## src/rtl/rptr_empty_ctrl.sv

```systemverilog
// ----------------------------------------------------------------------------
// rptr_empty_ctrl
//   Read-domain pointer and empty-flag controller for the dual-clock FIFO.
//   Keeps the binary read pointer and drives the RAM read address from it.
//   Publishes the registered Gray read pointer so sync_r2w can carry it into
//   the write domain. Compares the synchronized Gray write pointer with the
//   next read pointer to produce registered empty / almost-empty flags, a
//   read-side fill level and a sticky underflow error.
//
// Parameters
//   ASIZE          RAM address width; depth = 2**ASIZE, pointers ASIZE+1 bits
//   AEMPTY_THRESH  raempty asserts when the fill level is <= this value
//
// Ports
//   rclk        in   read-domain clock (posedge)
//   rrst        in   synchronous active-high reset
//   rinc        in   read request, accepted only while rempty==0
//   rq2_wptr    in   Gray write pointer, already synchronized into rclk
//   uflow_clr   in   clears runderflow (wins over a new underflow)
//   raddr       out  binary RAM read address (head entry)
//   rptr        out  registered Gray read pointer
//   rempty      out  FIFO empty as seen from the read domain
//   raempty     out  fill level <= AEMPTY_THRESH
//   rlevel      out  entries available to read, 0 .. 2**ASIZE
//   runderflow  out  sticky: rinc seen while empty
// ----------------------------------------------------------------------------
module rptr_empty_ctrl #(
    parameter int unsigned ASIZE         = 4,
    parameter int unsigned AEMPTY_THRESH = 2
) (
    input  logic             rclk,
    input  logic             rrst,
    input  logic             rinc,
    input  logic [ASIZE:0]   rq2_wptr,
    input  logic             uflow_clr,
    output logic [ASIZE-1:0] raddr,
    output logic [ASIZE:0]   rptr,
    output logic             rempty,
    output logic             raempty,
    output logic [ASIZE:0]   rlevel,
    output logic             runderflow
);

    localparam logic [ASIZE:0] AE_LIM = (ASIZE+1)'(AEMPTY_THRESH);

    logic [ASIZE:0] rbin;
    logic [ASIZE:0] rbin_nxt;
    logic [ASIZE:0] rgray_nxt;
    logic [ASIZE:0] wbin_s;
    logic [ASIZE:0] level_nxt;
    logic           rd_en;

    // rempty is a registered flag, so a read on the edge that drains the
    // FIFO already sees rempty=1 on the following cycle; nothing slips past.
    assign rd_en = rinc & ~rempty;

    assign rbin_nxt  = rbin + (ASIZE+1)'(rd_en);
    assign rgray_nxt = (rbin_nxt >> 1) ^ rbin_nxt;

    // Gray to binary: each binary bit is the XOR of all Gray bits at or
    // above its position.
    always_comb begin
        wbin_s = '0;
        for (int unsigned i = 0; i <= ASIZE; i++) begin
            wbin_s[i] = ^(rq2_wptr >> i);
        end
    end

    assign level_nxt = wbin_s - rbin_nxt;

    always_ff @(posedge rclk) begin
        if (rrst) begin
            rbin       <= '0;
            rptr       <= '0;
            rempty     <= 1'b1;
            raempty    <= 1'b1;
            rlevel     <= '0;
            runderflow <= 1'b0;
        end else begin
            rbin    <= rbin_nxt;
            rptr    <= rgray_nxt;
            rempty  <= (rgray_nxt == rq2_wptr);
            rlevel  <= level_nxt;
            raempty <= (level_nxt <= AE_LIM);
            if (uflow_clr) begin
                runderflow <= 1'b0;
            end else if (rinc && rempty) begin
                runderflow <= 1'b1;
            end
        end
    end

    assign raddr = rbin[ASIZE-1:0];

endmodule

```

## config.mk

```make
export PLATFORM = sky130hd
export DESIGN_NAME = rptr_empty_ctrl
export DESIGN_NICKNAME = d
export VERILOG_FILES = /design/src/rtl/rptr_empty_ctrl.sv
export SDC_FILE = /design/constraint.sdc
export NUM_CORES = 1
export LEC_CHECK = 0
export CORE_MARGIN = 1.5
export CORE_UTILIZATION = 45
export CTS_BUF_LIST = sky130_fd_sc_hd__clkbuf_8
export DETAILED_ROUTE_END_ITERATION = 7
export PLACE_DENSITY = 0.74
export SLEW_MARGIN = 0
export SYNTH_ARGS = -nofsm -noshare
export SYNTH_HDL_FRONTEND = slang
export SYNTH_SLANG_ARGS = --single-unit
```

## constraint.sdc

```tcl
create_clock -name rclk -period 3.5 [get_ports rclk]
set_input_delay 0.7 -clock rclk [delete_from_list [all_inputs] [get_ports rclk]]
set_output_delay 0.7 -clock rclk [all_outputs]
set_load 0.02 [all_outputs]
```

-- After elaboration in Yosys (flattened, before gate mapping)
Index checks and enable logic that the tools add are counted.
- register bits: 18
- bits in latches: 0
- RAM bits: 0
- bits in read-only memories: 0
- output and inout port bits: 17
- memories kept: 0
- add/subtract/negate cells: 2
- multiply operators: 0
- div/mod/pow operators: 0
- order comparisons: 1
- equal/unequal tests: 1
- shifts and indexed selects: 0
- multiplexer cells: 0
- bitwise operators: 3
- reductions and logical operators: 7
- operators by type and width (operator ; count):
    $reduce_xor A5 Y1 ; 5
    $add A5 B1 Y5 ; 1
    $eq A5 B5 Y1 ; 1
    $le A5 B2 Y1 const B ; 1
    $sub A5 B5 Y5 ; 1
    $xor A4 B5 Y5 ; 1
    $reduce_or A2 Y1 ; 1
    $and A1 B1 Y1 ; 1
    $logic_and A1 B1 Y1 ; 1
    $not A1 Y1 ; 1

-- Longest topological paths before layout
Gate-level depths: netlist of the first run.
- depth in word-level cells: 5
- depth in mapped cells: 11
- mapped depth without buffers: 10

-- Worst setup path before layout of the first run
No wires, ideal clock.
- path type: in2reg
- start: in rq2_wptr[4]
- end: reg raempty
- arrival time: 2774 ps
- setup slack: 626 ps
- cell stages on the path: 11
- path buffers: 1
- cell sequence: clkbuf_2 > xor2_4 > xnor2_2 > xnor2_1 > ha_1 > inv_1 > ha_1 > a21oi_4 > a2111oi_2 > o2bb2ai_2 > a2111oi_4
- longest elaborated chain between the ends: 3
- elaborated cells on any way between the ends: 7
- RTL lines (what ; line ; source):
    start: declaration ; 34 ; input logic [ASIZE:0] rq2_wptr,
    $reduce_xor A5 Y1 ; 65 ; wbin_s[i] = ^(rq2_wptr >> i);
    $sub A5 B5 Y5 * ; 69 ; assign level_nxt = wbin_s - rbin_nxt;
    $le A5 B2 Y1 * ; 84 ; raempty <= (level_nxt <= AE_LIM);
    end signal: assignment ; 84 ;
    end: declaration ; 39 ; output logic raempty,
Every way passes the cells marked *; elsewhere a longest branch is shown, timed or not.
A chain may end at the register's enable or synchronous reset.

-- Final worst setup path of the first run
- start: in rq2_wptr[3]
- end: reg raempty
Same word-level chain as after synthesis.

==> summary.md, run 1 <==
| Metric | Value |
|---|---|
| Main flop type after synthesis | `dfxtp_1` |
| Clock latency on the worst-skew pair | `250 ps` |
| Net count reported at finish | `151` |
| Switching pwr | `0.000197 W` |
| Crit start category | `input pin` |
| Clock power frac | `0.253` |
| Starting Density | `0.475` |
| Routability Congestion | `0.770` |
| Tcrit/Tclk final | `0.897` |
| Synth cell types | `33` |
| DRT Wirelength | `2230 um` |
| CP Max Fanout | `8` |
| Tightest Pin Transition | `653 ps` |
| Hold Crit Class | `reg -> reg` |
| H-tree lvl count | `1` |
| Setup TNS | `0 ps` |
| Fmax | `319 MHz` |
| Mapped Area | `a little over 0.001 mm^2` |
| Commonest cells post-synth | `dfxtp_1 (17), xnor2_1 (16), nor2_1 (13)` |
| Hold buffer count at CTS | `0` |
| Wire per inst | `about 14 um` |
| Num rows | `17` |
| CTS Buf Count | `3` |
| Synthesized area per cell | `about 9.7 um^2` |
| R2r setup slk | `1010 ps` |
| Async set-or-reset flop fraction in the synthesized netlist | `0` |
| CORE AREA | `~0.0022 mm^2` |
| Most common cell in the netlist | `dfxtp_1` |
| Logic pwr share | `0.382` |
| # DRC | `0` |
| Initial DRC count | `8` |
| Slack of the critical path | `362 ps` |
| Critical path endpoint | `raempty` |
| Global-route wire length before repair | `3690 um` |
| Chip Width | `51.1 um` |
| Deepest clock path buffer count | `2` |
| Post-synthesis compound-gate area fraction | `0.201` |
| Worst setup path start | `rq2_wptr[3]` |
| TritonCTS sink count | `17` |
| Fin. max-slew vios | `0` |
| Reg clk slew, reported paths | `70 ps` |
| IO buf count | `25` |
| Hpwl dp | `1660 um` |
| Overall die area | `0.00261 mm^2` |
| LEAKAGE | `0.514 nW` |
| Via-per-instance ratio | `5.26` |
| Vias in the first global route | `844` |
| TritonCTS clock tree | `built` |
| Critical path class | `in -> reg` |
| Pre-CTS setup slack | `between 100 and 150 ps` |
| Antenna cells | `0` |
| Worst flop-to-flop path endpoint | `raempty` |
| Synth area leader | `dfxtp_1` |
| Final Hold Fails | `0` |
| Synth Area in Adders | `0.0602` |
| Status | `complete, no violations` |
| Layout cell share with drive strength beyond 1 | `0.154` |
| Unrepaired setup endpoints after global routing | `false` |
| Switch share | `0.326` |
| Period minus WS final | `3140 ps` |
| PD cells | `between 400 and 500 mW/mm^2` |
| Critical path endpoint category | `flop` |
| Worst vdd ir | `0.000230 V` |
| CTS resizes | `0` |
| Sequential element share of the synthesized area | `0.327` |
| Reg-to-Reg Start | `rempty` |
| Synth-to-Final Area Change | `33.2%` |
| Skew final | `2.17 ps` |
| I/O pin total | `26` |
| Largest net degree at the start of global routing | `18` |
| Share of the synthesized area in the top cell type | `0.327` |
| YS warnings | `0` |
| Layout fillers | `181` |
| ANT nets after route | `0` |
| Die height | `roughly 51 um` |
| Root Buffer | `clkbuf_8` |
| Post-Synth XOR/XNOR Area | `0.233` |
| Setup violators final | `0` |
| Sequential power share | `0.364` |
| CP arrival | `3300 ps` |
| Yosys reg bits | `17` |
| Post-CTS setup buffers | `0` |
| Overall Global Routing Usage | `0.192` |
| Synth Area in Simple Gates | `0.144` |
| Worst EP required | `3660 ps` |
| Reg2Reg Depth | `10` |
| Post-synthesis cell count | `107` |
| Initial antenna violation count | `0` |
| Synthesized Nets | `121` |
| Hold wc startpoint | `runderflow` |
| Top cells by area, synth | `dfxtp_1 (33%), xnor2_1 (13%), ha_1 (6.0%), nor2_1 (4.7%), o211ai_1 (4.3%)` |
| Mux cell area share after synthesis | `0` |
| Post-synth EDFFs | `0` |
| Largest family of logic cells by synthesized area | `XOR/XNOR gates` |
| Max cap viols | `0` |
| Drt pass-1 iters | `4` |
| GR Overflow Total | `0` |
| Via count | `862` |
| Internal Power | `approximately 0.00041 W` |
| Max-slew headroom | `0.564` |
## metal layers
layer	wire length [um]	up-vias	GRT usage	part of all wire
met5	0	-	0	0
met4	38	0	0.0901	0.017
met1	898	413	0.201	0.40
met3	92	4	0.0292	0.041
li1	-	422	-	-
met2	1200	23	0.368	0.54
## flip-flops by register name (all words and copies together), names as in the netlist
name,cells
rlevel,5
rptr,5
rbin,4
raempty,1
rempty,1
runderflow,1
## worst max-delay path, cell delays in order
cell             delay [ps]
clkdlybuf4s50_1         660
xor2_4                  310
xnor2_2                 170
xnor2_1                 140
ha_1                    200
inv_1                    60
ha_1                    240
o211ai_1                250
o211ai_2                140
o2bb2ai_2               150
a2111oi_4               260
## per-stage QoR
stage                     utilization  hold WS (ps)  total power, W  instances  instance area (um^2)
after floorplan                     -           575        0.000380        107                  1040
after global placement          0.611           497        0.000452        160                  1340
after detailed placement        0.611           522        0.000455        160                  1340
after CTS                       0.632           532        0.000607        164                  1390
after global routing            0.632           601        0.000635        164                  1390
final                           0.632           528        0.000604        164                  1390
## cells by family after synthesis
group | after synthesis
XOR/XNOR | 23
AND/OR/NAND/NOR | 31
flip-flops | 17
AO/OA/AOI/OAI | 22
adder cells (fa/ha/maj) | 5
buffers and inverters | 9
## how the worst min path moves through the flow
stage | depth (start not counted) | to
2_1_floorplan | 2 | runderflow
3_3_place_gp | 2 | runderflow
3_5_place_dp | 2 | runderflow
4_1_cts | 2 | runderflow
5_1_grt | 2 | runderflow
6_report | 2 | runderflow
## power by group through the flow
stage	logic, W	clock network, W	registers (W)
2_1_floorplan	0.000128	0	0.000252
3_3_place_gp	0.000228	0	0.000224
3_5_place_dp	0.000231	0	0.000225
4_1_cts	0.000233	0.000154	0.000220
5_1_grt	0.000250	0.000163	0.000222
6_report	0.000231	0.000153	0.000220
## final cells by class
cell class,count,area [um^2],area share
Timing Repair Buffer,29,280,0.202
Inverter,5,18.8,0.0136
Tap cell,28,35.0,0.0253
Multi-Input combinational cell,81,664,0.480
Sequential cell,17,340,0.246
Clock inverter,1,5.00,0.00361
Clock buffer,3,41.3,0.0298
## layout by cell type, fill, tap and decap left out
cell type	n
xnor2_2	2
dfxtp_1	17
nor3_1	3
o21ai_0	2
nand3_1	3
a21o_1	2
clkinv_2	1
xor2_4	1
a21oi_1	4
nand3b_1	1
xor2_1	3
o2bb2ai_2	1
a221oi_2	1
a21boi_0	1
inv_1	5
xor2_2	1
and3_2	1
a2111oi_4	1
nand2b_1	1
clkbuf_8	3
xnor2_1	16
ha_1	5
nand2_1	3
a21bo_2	1
clkdlybuf4s50_1	25
or2b_1	1
and3_1	1
a2111oi_2	1
nor2_1	13
buf_4	4
o211ai_1	6
a21oi_4	1
nor2_2	1
nor2b_1	3
o211ai_2	1
Power figures use the tool's default switching activity.
==> run 2, diff against run 1 <==
--- a/config.mk
+++ b/config.mk
@@ -9,7 +9,9 @@
 export CORE_UTILIZATION = 45
 export CTS_BUF_LIST = sky130_fd_sc_hd__clkbuf_8
 export DETAILED_ROUTE_END_ITERATION = 7
+export HOLD_SLACK_MARGIN = 0.12
 export PLACE_DENSITY = 0.74
+export SETUP_SLACK_MARGIN = 0.4
 export SLEW_MARGIN = 0
 export SYNTH_ARGS = -nofsm -noshare
 export SYNTH_HDL_FRONTEND = slang
==> summary.md, run 2 (synthesis results as in run 1) <==
| Metric | Value |
|---|---|
| Initial DRC count | `14` |
| Tcrit/Tclk final | `0.852` |
| Most frequent cells in the layout | `clkdlybuf4s50_1 (23), dfxtp_1 (17), xnor2_1 (15)` |
| Crit start category | `input pin` |
| Critical path endpoint category | `flop` |
| Via count | `roughly 890` |
| Hold Crit Class | `reg -> reg` |
| Largest net degree at the start of global routing | `18` |
| Hpwl dp | `1660 um` |
| Initial antenna violation count | `0` |
| TritonCTS sink count | `17` |
| IO buf count | `25` |
| Routability Congestion | `0.770` |
| Logic pwr share | `0.398` |
| Period minus WS final | `2980 ps` |
| Overall die area | `0.00261 mm^2` |
| Setup violators final | `0` |
| PD cells | `422 mW/mm^2` |
| Via-per-instance ratio | `5.25` |
| CP arrival | `3140 ps` |
| GR Overflow Total | `0` |
| Switch share | `0.325` |
| Internal Power | `0.000416 W` |
| Layout cell share with drive strength beyond 1 | `0.220` |
| Die height | `51.1 um` |
| Root Buffer | `clkbuf_8` |
| Design Area, Final | `0.00146 mm^2` |
| Worst EP required | `3660 ps` |
| Pre-CTS setup slack | `100 ps` |
| CP Max Fanout | `5` |
| Largest regs | `rlevel: 5 flops, rptr: 5 flops, rbin: 4 flops` |
| Most common cell after layout, fill and taps aside | `clkdlybuf4s50_1` |
| Max-slew headroom | `0.560` |
| CORE AREA | `0.00219 mm^2` |
| H-tree lvl count | `1` |
| Num rows | `17` |
| Tightest Pin Transition | `658 ps` |
| Fmax | `335 MHz` |
| Synth-to-Final Area Change | `40.7%` |
| Sequential power share | `0.357` |
| Switching pwr | `0.000201 W` |
| Unrepaired setup endpoints after global routing | `false` |
| Global-route wire length before repair | `3690 um` |
| # DRC | `0` |
| DRT Wirelength | `2440 um` |
| Antenna cells | `0` |
| Hold buffer count at CTS | `0` |
| Net count reported at finish | `approximately 160` |
| Deepest clock path buffer count | `2` |
| Wire per inst | `around 14 um` |
| Final Hold Fails | `0` |
| CTS Buf Count | `3` |
| Vias in the first global route | `around 840` |
| TritonCTS clock tree | `built` |
| Slack of the critical path | `between 500 and 600 ps` |
| Post-Place Cells | `160` |
| Status | `complete, no violations` |
| LEAKAGE | `0.550 nW` |
| I/O pin total | `26` |
| Skew final | `3.90 ps` |
| Drt pass-1 iters | `4` |
| Area after DPL | `0.00134 mm^2` |
| Starting Density | `0.475` |
| Worst vdd ir | `0.000234 V` |
| Reg clk slew, reported paths | `70 ps` |
| ANT nets after route | `0` |
| Pwr Total | `0.000617 W` |
| Setup TNS | `0 ps` |
| Clock power frac | `0.244` |
| Critical path class | `in -> reg` |
| Layout fillers | `172` |
| Chip Width | `51.1 um` |
| Overall Global Routing Usage | `0.192` |
| Fin. max-slew vios | `0` |
| Max cap viols | `0` |
| Clock latency on the worst-skew pair | `250 ps` |
| Non-Filler Instances | `169` |
==> run 2: cell types whose count changed in the layout (fill, tap and decap cells not counted), moves of 2 or more <==
cell / change
clkdlybuf4s50_1: -2
ha_2: +2
ha_1: -3
buf_4: +5
==> run 2: per-layer routing <==
| layer | global-route usage | up-vias | wire length [um] |
|---|---|---|---|
| li1 | - | 430 | - |
| met1 | 0.201 | 428 | 940 |
| met2 | 0.368 | 24 | 1360 |
| met3 | 0.0292 | 6 | 87 |
| met4 | 0.0901 | 0 | 55 |
| met5 | 0 | - | 0 |
==> run 2: path summary, 6_finish.rpt <==
path,endpoint,cells after the start,start,slack (ps)
max reg2reg,raempty,10,rempty,1120
min,runderflow,2,runderflow,530
min reg2reg,runderflow,2,runderflow,530
max,raempty,10,rq2_wptr[4],520
==> run 2: what timing repair did <==
| action | 4_1_cts | 5_1_grt |
|---|---|---|
| gates resized for setup | 1 | 8 |
| buffers inserted | 0 | 5 |
| pin swaps | 0 | 4 |
| endpoints found under the setup margin | 1 | 1 |
==> run 2: cell type report <==
type                    instances  area (um^2)  area share
clock buffers                   3         41.3      0.0282
clock inverters                 1         5.00     0.00342
inverters                       5         18.8      0.0128
multi-input cells              81          703       0.481
flip-flops and latches         17          340       0.233
well taps                      28         35.0      0.0240
repair buffers                 34          319       0.218
==> run 2: worst max-delay path: stages <==
cell and delay (ps):
clkdlybuf4s50_1 500, buf_4 200, xnor2_1 280, xnor2_1 170, ha_2 310, a21boi_0 140
a221oi_2 270, xnor2_1 180, nor2_2 80, a2111oi_4 320
==> run 2: stage by stage <==
stage | hold WS [ps] | utilization
floorplan | 575 | -
global placement | 497 | 0.611
detailed placement | 522 | 0.611
CTS | 532 | 0.632
global route | 601 | 0.668
finish | 531 | 0.668
==> run 2: power by group through the flow <==
stage	logic [W]	registers, W	clock network (W)
detailed placement	0.000231	0.000225	0
finish	0.000246	0.000220	0.000151
global route	0.000264	0.000222	0.000163
CTS	0.000233	0.000220	0.000154
global placement	0.000228	0.000224	0
floorplan	0.000128	0.000252	0
==> run 3, diff against run 2 <==
--- a/config.mk
+++ b/config.mk
@@ -9,9 +9,11 @@
 export CORE_UTILIZATION = 45
 export CTS_BUF_LIST = sky130_fd_sc_hd__clkbuf_8
 export DETAILED_ROUTE_END_ITERATION = 7
+export GPL_TIMING_DRIVEN = 0
 export HOLD_SLACK_MARGIN = 0.12
 export PLACE_DENSITY = 0.74
 export SETUP_SLACK_MARGIN = 0.4
+export SKIP_CTS_REPAIR_TIMING = 1
 export SLEW_MARGIN = 0
 export SYNTH_ARGS = -nofsm -noshare
 export SYNTH_HDL_FRONTEND = slang
==> summary.md, run 3 (synthesis results as in run 1) <==
| Metric | Value |
|---|---|
| TritonCTS clock tree | `built` |
| Worst EP required | `3650 ps` |
| Setup violators final | `0` |
| CP arrival | `3200 ps` |
| Fmax | `327 MHz` |
| Routability Congestion | `between 0.7 and 0.8` |
| Crit path buf inv count | `2` |
| Most frequent cells in the layout | `clkdlybuf4s50_1 (20), dfxtp_1 (17), xnor2_1 (14)` |
| Unrepaired setup endpoints after global routing | `false` |
| H-tree lvl count | `1` |
| CP top delay family | `compound AO/OA/AOI/OAI gates` |
| Overall die area | `about 0.0026 mm^2` |
| Critical path endpoint category | `flop` |
| Final Hold Fails | `0` |
| I/O pin total | `26` |
| CORE AREA | `0.00219 mm^2` |
| Initial antenna violation count | `0` |
| Wire per inst | `13.9 um` |
| Status | `complete, no violations` |
| Hold depth | `2` |
| Initial DRC count | `15` |
| ANT nets after route | `0` |
| CP max stage cell | `clkdlybuf4s50_1` |
| Layout fillers | `164` |
| Root Buffer | `clkbuf_8` |
| Largest net degree at the start of global routing | `11` |
| Global-route wire length before repair | `approximately 3200 um` |
| Hold Crit Class | `reg -> reg` |
| LEAKAGE | `around 0.55 nW` |
| DRT Wirelength | `about 2300 um` |
| Worst flop-to-flop path endpoint | `raempty` |
| Antenna cells | `0` |
| Skew final | `2.67 ps` |
| Drt pass-1 iters | `4` |
| # DRC | `0` |
| PD cells | `420 mW/mm^2` |
| Reg clk slew, reported paths | `60 ps` |
| Hpwl dp | `~1600 um` |
| Reg2Reg Depth | `10` |
| Clock latency on the worst-skew pair | `around 250 ps` |
| Via-per-instance ratio | `5.16` |
| Max cap viols | `0` |
| Layout cell share with drive strength beyond 1 | `0.219` |
| Most common cell after layout, fill and taps aside | `clkdlybuf4s50_1` |
| WHS Endpoint | `runderflow` |
| Setup TNS | `0 ps` |
| Reg-to-Reg Start | `rempty` |
| CTS Buf Count | `3` |
| Hold wc startpoint | `runderflow` |
| Net count reported at finish | `152` |
| Starting Density | `0.475` |
| Crit-path max cell delay | `420 ps` |
| Period minus WS final | `around 3100 ps` |
| Crit start category | `input pin` |
| IO buf count | `23` |
| TritonCTS sink count | `17` |
| Tightest Pin Transition | `between 500 and 600 ps` |
| R2r setup slk | `1060 ps` |
| Via count | `roughly 850` |
| Synth-to-Final Area Change | `40.9%` |
| Vias in the first global route | `771` |
| Pwr Total | `0.000615 W` |
| Max-slew headroom | `0.665` |
| Largest regs | `rlevel: 5 flops, rptr: 5 flops, rbin: 4 flops` |
| Tcrit/Tclk final | `0.873` |
| Overall Global Routing Usage | `0.170` |
| Critical-path cell list | `clkdlybuf4s50_1 -> nor2b_2 -> ha_2 -> ha_2 -> xnor2_4 -> ha_4 -> inv_1 -> and3_2 -> a2111oi_4 -> o2bb2ai_2 -> a2111oi_4` |
| Deepest clock path buffer count | `2` |
| Critical path class | `in -> reg` |
| Die height | `about 51 um` |
| Worst vdd ir | `0.000224 V` |
| Num rows | `17` |
| Chip Width | `roughly 51 um` |
| GR Overflow Total | `0` |
| Fin. max-slew vios | `0` |
| CP Max Fanout | `6` |
run 3: cell types whose count changed in the layout (fill, tap and decap cells not counted), sizes merged:
| cell | delta |
|---|---|
| clkbuf | +3 |
| dlygate4sd2 | -1 |
| clkdlybuf4s50 | -3 |
| dlymetal6s2s | +2 |
| buf | -5 |
run 3: area by class of cell:
cell class | instances | area, um^2 | area share
inverter | 5 | 18.8 | 0.0128
clock inverter | 1 | 5.00 | 0.00342
timing repair buffer | 26 | 260 | 0.178
buffer | 4 | 20.0 | 0.0137
clock buffer | 3 | 41.3 | 0.0282
multi-input combinational | 81 | 744 | 0.508
tap | 28 | 35.0 | 0.0239
sequential | 17 | 340 | 0.232
run 3: worst register-to-register path: stages, from the launching register on:
cell and delay [ps]:
dfxtp_1 360, nor2b_2 60, ha_2 190, ha_2 210
xnor2_4 310, ha_4 210, inv_1 80, and3_2 200
a2111oi_4 330, o2bb2ai_2 130, a2111oi_4 280
run 3: report_power, final:
group	leakage, nW	internal, W	switching (W)
sequential	0.140	0.000215	0.00000684
clock	0.0255	0.0000789	0.0000640
combinational	0.388	0.000124	0.000127
total	0.553	0.000417	0.000198
run 3: layer usage:
metal  vias up  track usage  wire [um]
met1       404        0.197        947
met2        21        0.294       1250
met5         -            0          0
li1        423            -          -
met3         4       0.0351         58
met4         0       0.0811         40
run 3: how the worst max path moves through the flow:
| stage | start | to | slack (ps) | depth (start not counted) |
|---|---|---|---|---|
| 6_report | rinc | raempty | 450 | 11 |
| 5_1_grt | rinc | raempty | 350 | 11 |
| 4_1_cts | rq2_wptr[3] | raempty | 170 | 11 |
| 3_5_place_dp | rq2_wptr[3] | raempty | -80 | 11 |
| 3_3_place_gp | rq2_wptr[3] | raempty | 30 | 11 |
| 2_1_floorplan | rq2_wptr[4] | raempty | 630 | 11 |
run 3: per-stage QoR:
stage	instance area (um^2)	setup WS [ps]	hold WS, ps	utilization	cells
after detailed placement	1310	-83.6	526	0.596	158
after floorplan	1040	626	575	-	107
after global routing	1470	354	604	0.669	165
after CTS	1350	173	536	0.617	162
final	1470	446	538	0.669	165
after global placement	1310	28.3	493	0.596	158
